==> src/rtl/gysc_pkg.sv <==
// gysc_pkg: shared types and widths for the sync demodulator
// and the downstream loop stages (PI controller).
package gysc_pkg;

   // Demodulator control states.
   typedef enum logic [1:0] {
      IDLE,
      ALIGN,
      ACCUM
   } demod_state_t;

   // Default ADC sample width.
   localparam int ADC_W = 16;

   // Loop data width, shared with the PI controller.
   localparam int LOOP_W = 32;

   // Default log2 of the dump window length.
   localparam int ACC_LEN_LOG2_DEF = 6;

endpackage

==> src/rtl/sync_demod.sv <==
// sync_demod: square-wave synchronous demodulator with
// integrate-and-dump over 2^ACC_LEN_LOG2 reference-aligned samples.
//
// Ports:
//   clk, rst_n     clock, async active-low reset
//   en_i           enable; low clears acc/cnt and forces IDLE
//   adc_valid_i    qualifies adc_data_i and ref_sq_i
//   adc_data_i     signed ADC sample
//   ref_sq_i       reference phase: 1 = +1, 0 = -1
//   demod_o        signed window mean, held between dumps
//   demod_valid_o  one-cycle pulse when demod_o updates
module sync_demod
   import gysc_pkg::*;
#(
   parameter int DATA_W       = ADC_W,
   parameter int ACC_LEN_LOG2 = ACC_LEN_LOG2_DEF,
   parameter int OUT_W        = LOOP_W
) (
   input  logic              clk,
   input  logic              rst_n,
   input  logic              en_i,
   input  logic              adc_valid_i,
   input  logic [DATA_W-1:0] adc_data_i,
   input  logic              ref_sq_i,
   output logic [OUT_W-1:0]  demod_o,
   output logic              demod_valid_o
);

   // One guard bit beyond the window growth makes
   // negating the most negative sample exact.
   localparam int ACC_W = DATA_W + ACC_LEN_LOG2 + 1;
   localparam int CNT_W = (ACC_LEN_LOG2 > 0) ? ACC_LEN_LOG2 : 1;
   localparam logic [CNT_W-1:0] CNT_LAST =
      CNT_W'((1 << ACC_LEN_LOG2) - 1);

   demod_state_t            state;
   logic signed [ACC_W-1:0] acc;
   logic [CNT_W-1:0]        cnt;
   logic                    ref_prev;

   logic signed [ACC_W-1:0] x_ext;
   logic signed [ACC_W-1:0] term;
   logic signed [ACC_W-1:0] sum;
   logic signed [ACC_W-1:0] mean;
   logic                    rise;
   logic                    take;
   logic                    last;

   always_comb begin
      x_ext = {{(ACC_W-DATA_W){adc_data_i[DATA_W-1]}},
               adc_data_i};
      term  = ref_sq_i ? x_ext : -x_ext;
      // acc is zero while aligning, so the edge sample
      // shares the same add path as ACCUM samples.
      sum   = acc + term;
      mean  = sum >>> ACC_LEN_LOG2;
      last  = (cnt == CNT_LAST);
      rise  = ref_sq_i && !ref_prev;
      take  = 1'b0;
      if (en_i && adc_valid_i) begin
         unique case (state)
            ALIGN:   take = rise;
            ACCUM:   take = 1'b1;
            default: take = 1'b0;
         endcase
      end
   end

   always_ff @(posedge clk or negedge rst_n) begin
      if (!rst_n) begin
         state         <= IDLE;
         acc           <= '0;
         cnt           <= '0;
         ref_prev      <= 1'b0;
         demod_o       <= '0;
         demod_valid_o <= 1'b0;
      end else begin
         demod_valid_o <= 1'b0;
         if (adc_valid_i) ref_prev <= ref_sq_i;
         if (!en_i) begin
            state <= IDLE;
            acc   <= '0;
            cnt   <= '0;
         end else begin
            unique case (state)
               IDLE:    state <= ALIGN;
               ALIGN:   if (take) state <= ACCUM;
               ACCUM:   state <= ACCUM;
               default: state <= IDLE;
            endcase
            if (take) begin
               if (last) begin
                  acc           <= '0;
                  cnt           <= '0;
                  demod_o       <= OUT_W'(mean);
                  demod_valid_o <= 1'b1;
               end else begin
                  acc <= sum;
                  cnt <= cnt + CNT_W'(1);
               end
            end
         end
      end
   end

endmodule

==> config.mk <==
export PLATFORM = sky130hd
export DESIGN_NAME = sync_demod
export DESIGN_NICKNAME = d
export VERILOG_FILES = /design/src/rtl/gysc_pkg.sv /design/src/rtl/sync_demod.sv
export SDC_FILE = /design/constraint.sdc
export NUM_CORES = 1
export LEC_CHECK = 0
export BUFFER_PORTS_ARGS = -buffer_cell sky130_fd_sc_hd__buf_4
export CAP_MARGIN = 10
export CORE_AREA = 2 2 86 88
export CTS_BUF_LIST = sky130_fd_sc_hd__clkbuf_16
export DETAILED_ROUTE_END_ITERATION = 7
export DIE_AREA = 0 0 88 90
export GPL_ROUTABILITY_DRIVEN = 1
export HOLD_SLACK_MARGIN = 0.03
export PLACE_DENSITY_LB_ADDON = 0.1
export SYNTH_ARGS = -nofsm -noshare
export SYNTH_HDL_FRONTEND = slang
export SYNTH_SLANG_ARGS = --single-unit
export TNS_END_PERCENT = 50
==> constraint.sdc <==
create_clock -name clk -period 5.7 [get_ports clk]
set_input_delay 0.285 -clock clk [delete_from_list [all_inputs] [get_ports clk]]
set_output_delay 0.285 -clock clk [all_outputs]
set_load 0.02 [all_outputs]
==> results.json <==
{
  "synth_edf_count": 0,
  "cp_slowest_stage_delay_ns": 0.56,
  "syn_nets": 440,
  "grt_pass1_vias": 2863,
  "dr.first_iter.drc_count": 80,
  "root_buffer": "clkbuf_16",
  "cp.required_ns": 5.88,
  "path_cells": "buf_4 -> or4_4 -> nor4_2 -> inv_1 -> nor2_1 -> nor2_1 -> xnor2_1 -> ha_1 -> nand2_1 -> or3_1 -> o21ai_0 -> nor3b_2 -> o31ai_2 -> xor2_1 -> mux2_2",
  "internal_power_mw": 0.654,
  "grtUsageTotal_pct": 21.5,
  "ys_seq_elements": 50,
  "hold_viol_final": 0,
  "holdWs_ns": 0.0216,
  "timing.final.ws_setup_ns": 2.27,
  "critPathKind": "input port to register",
  "gp_congestion": 0.876,
  "via_count": 2911,
  "ios": 54,
  "num_rows": 31,
  "reg2reg_from": "acc[0]",
  "power_density_nw_per_um2": 230,
  "cts_setup_buffers": 0,
  "p_seq_share_pct": 39.9,
  "drive_above_1_share_pct": 23.4,
  "cts_tree": "yes",
  "fmax_ghz": 0.291,
  "slowest_stage": "or4_4",
  "diodes": 0,
  "cpMostUsedCell": "nor2_1",
  "p_sw_mw": 0.327,
  "yosys.cell_types.count": 56,
  "initial_utilization_pct": 53.3,
  "synthCells": 383,
  "period_share_pct": 60.3,
  "dr.pass1.iters": 4,
  "stdcell_count": 517,
  "clkLatencyLatePin_ns": 0.29,
  "ys_top_cells_by_area": "dfrtp_1 33%, ha_1 12%, mux2_2 6.3%, xor2_1 5.9%, a22o_1 4.2%",
  "synth_top_area_share_pct": 33.4,
  "cts.clk_slew.worst_paths_ns": 0.07,
  "worst_pin_slew_ns": 1.03,
  "die_w_um": 88,
  "clockBufferDepth": 2,
  "finalSetupTns_ns": 0,
  "drv_cap": 0,
  "cts_sinks": 50,
  "portBuffers": 53,
  "path_max_fanout": 4,
  "arrival_ns": 3.61,
  "switching_share_pct": 33.4,
  "min_period_ns": 3.43,
  "ir_drop_uv": 126,
  "fin_skew_ns": 0.00773,
  "grt_start_max_net_pins": 51,
  "antenna_found_initial": 0,
  "relSlewSlack_pct": 31.4,
  "combPwrFrac_pct": 29.5,
  "grt_pass1_wl_mm": 13.5,
  "total_power_mw": 0.981,
  "drv_slew": 0,
  "finalWirelength_mm": 8.12,
  "ys_warn_count": 0,
  "status": "finished clean",
  "syn_area_sq_um": 3740,
  "cts_resized": 0,
  "hp-class": "input port to async pin",
  "pre_cts_ws_ns": 1.97,
  "synth.largest_area_cell": "dfrtp_1",
  "postCtsHoldBufs": 0,
  "startpoint_type": "input port",
  "total_leakage_power_nw": 2.11,
  "htree_levels": 2,
  "dieHeight_um": 90,
  "synthArstFlopShare_pct": 100,
  "layout.nets": 474,
  "syn_avg_cell_area_sq_um": 9.77,
  "synthFlopType": "dfrtp_1",
  "grt_setup_unrepaired": "false",
  "yosysSeqAreaShare_pct": 33.4,
  "setup_violations": 0,
  "grt-ovfl-total": 0,
  "hpwl_mm": 5.95,
  "core_sq_um": 7020,
  "cts_buffers": 5,
  "cp-startpoint": "adc_data_i[4]",
  "crit_path_end_kind": "register",
  "areaGrowthSynthToFinish_pct": 13.9,
  "vias_per_cell": 5.63,
  "drcViolationCount": 0,
  "dp_cells": 509,
  "drtAntennaViolNets": 0,
  "wl_per_cell_um": 15.7,
  "die_area_sq_um": 7920,
  "pwr-share-clk_pct": 30.6
}
[area by class of cell]
| cell class | instances | area [sq um] |
|---|---|---|
| flip-flops and latches | 50 | 1250 |
| clock inverters | 3 | 21.3 |
| fillers | 592 | 2760 |
| well taps | 99 | 124 |
| inverters | 14 | 52.6 |
| multi-input cells | 292 | 2280 |
| clock buffers | 5 | 125 |
| repair buffers | 54 | 405 |
[worst paths after layout]
kind                                      end  slack [ns]  cells past startpoint
worst max-delay path              demod_o[14]        2.27                     15
worst min-delay path            demod_valid_o        0.02                      1
worst max register to register    demod_o[14]        2.88                     10
worst min register to register         cnt[5]        0.48                      1
max in group asynchronous              acc[8]        5.24                      1
min in group clk                     ref_prev        0.25                      2
[stage by stage]
step | util [%] | instance area, sq um
2_1_floorplan | - | 3740
3_3_place_gp | 58.6 | 4110
3_5_place_dp | 58.6 | 4110
4_1_cts | 60.7 | 4260
5_1_grt | 60.7 | 4260
6_report | 60.7 | 4260
[worst max-delay path, delay by kind of cell]
kind            cells  cell delay (ns)
simple gates        7             1.77
compound gates      2             0.48
fa+ha+maj           1             0.33
mux                 1             0.27
xor+xnor            2             0.26
buf+inv             2             0.19
[Yosys cell counts, types with 7 or more instances]
library cell and number:
nand2_1 30, a31oi_1 8, inv_1 14, nor2_1 14, a21oi_1 23, mux2_2 21, a22o_1 18, a21o_1 10
dfrtp_1 50, nand4_1 7, clkbuf_1 9, nor3_1 7, xnor2_1 11, xor2_1 25, o21ai_0 19, buf_4 15
ha_1 35
[state kept, by name (all words and copies together) (netlist names)]
name,count
demod_o,17
cnt,6
ref_prev,1
acc,23
state,2
demod_valid_o,1
[power groups by stage]
stage,Sequential (mW),Clock [mW],Combinational [mW]
after floorplan,0.394,0,0.214
final,0.392,0.300,0.290
after global placement,0.397,0,0.281
after global routing,0.394,0.324,0.327
after detailed placement,0.398,0,0.288
after CTS,0.392,0.310,0.291
[per-layer routing]
| layer | track usage [%] | routed length (um) | up-vias |
|---|---|---|---|
| met5 | 0 | 0 | - |
| met4 | 5.00 | 62 | 0 |
| met3 | 3.31 | 386 | 8 |
| met2 | 34.3 | 3860 | 80 |
| met1 | 30.5 | 3800 | 1387 |
| li1 | - | - | 1436 |
[cells in the final DEF, fill, tap and decap left out, types with 4 or more instances in the layout]
cell type  synthesis  layout
a21o_1            10      10
a21oi_1           23      23
a22o_1            18      18
a31oi_1            8       8
buf_4             15      54
clkbuf_16          0       5
dfrtp_1           50      50
ha_1              35      35
inv_1             14      14
mux2_2            21      21
nand2_1           30      30
nand3_1            4       4
nand4_1            7       7
nor2_1            14      13
nor2b_1            4       4
nor3_1             7       7
o21a_1             4       4
o21ai_0           19      19
o21bai_1           4       4
xnor2_1           11      11
xor2_1            25      25
[kinds of logic (layout without fill, tap and decap cells)]
family,after synthesis,in the layout,synth area share (%)
AO/OA/AOI/OAI,106,106,20.1
AND/OR/NAND/NOR,89,89,12.4
flip-flops,50,50,33.4
buffers and inverters,41,76,5.65
XOR/XNOR,37,37,9.03
adder cells (fa/ha/maj),36,36,12.2
multiplexers,24,24,7.12
(Power assumes the default switching activity.)
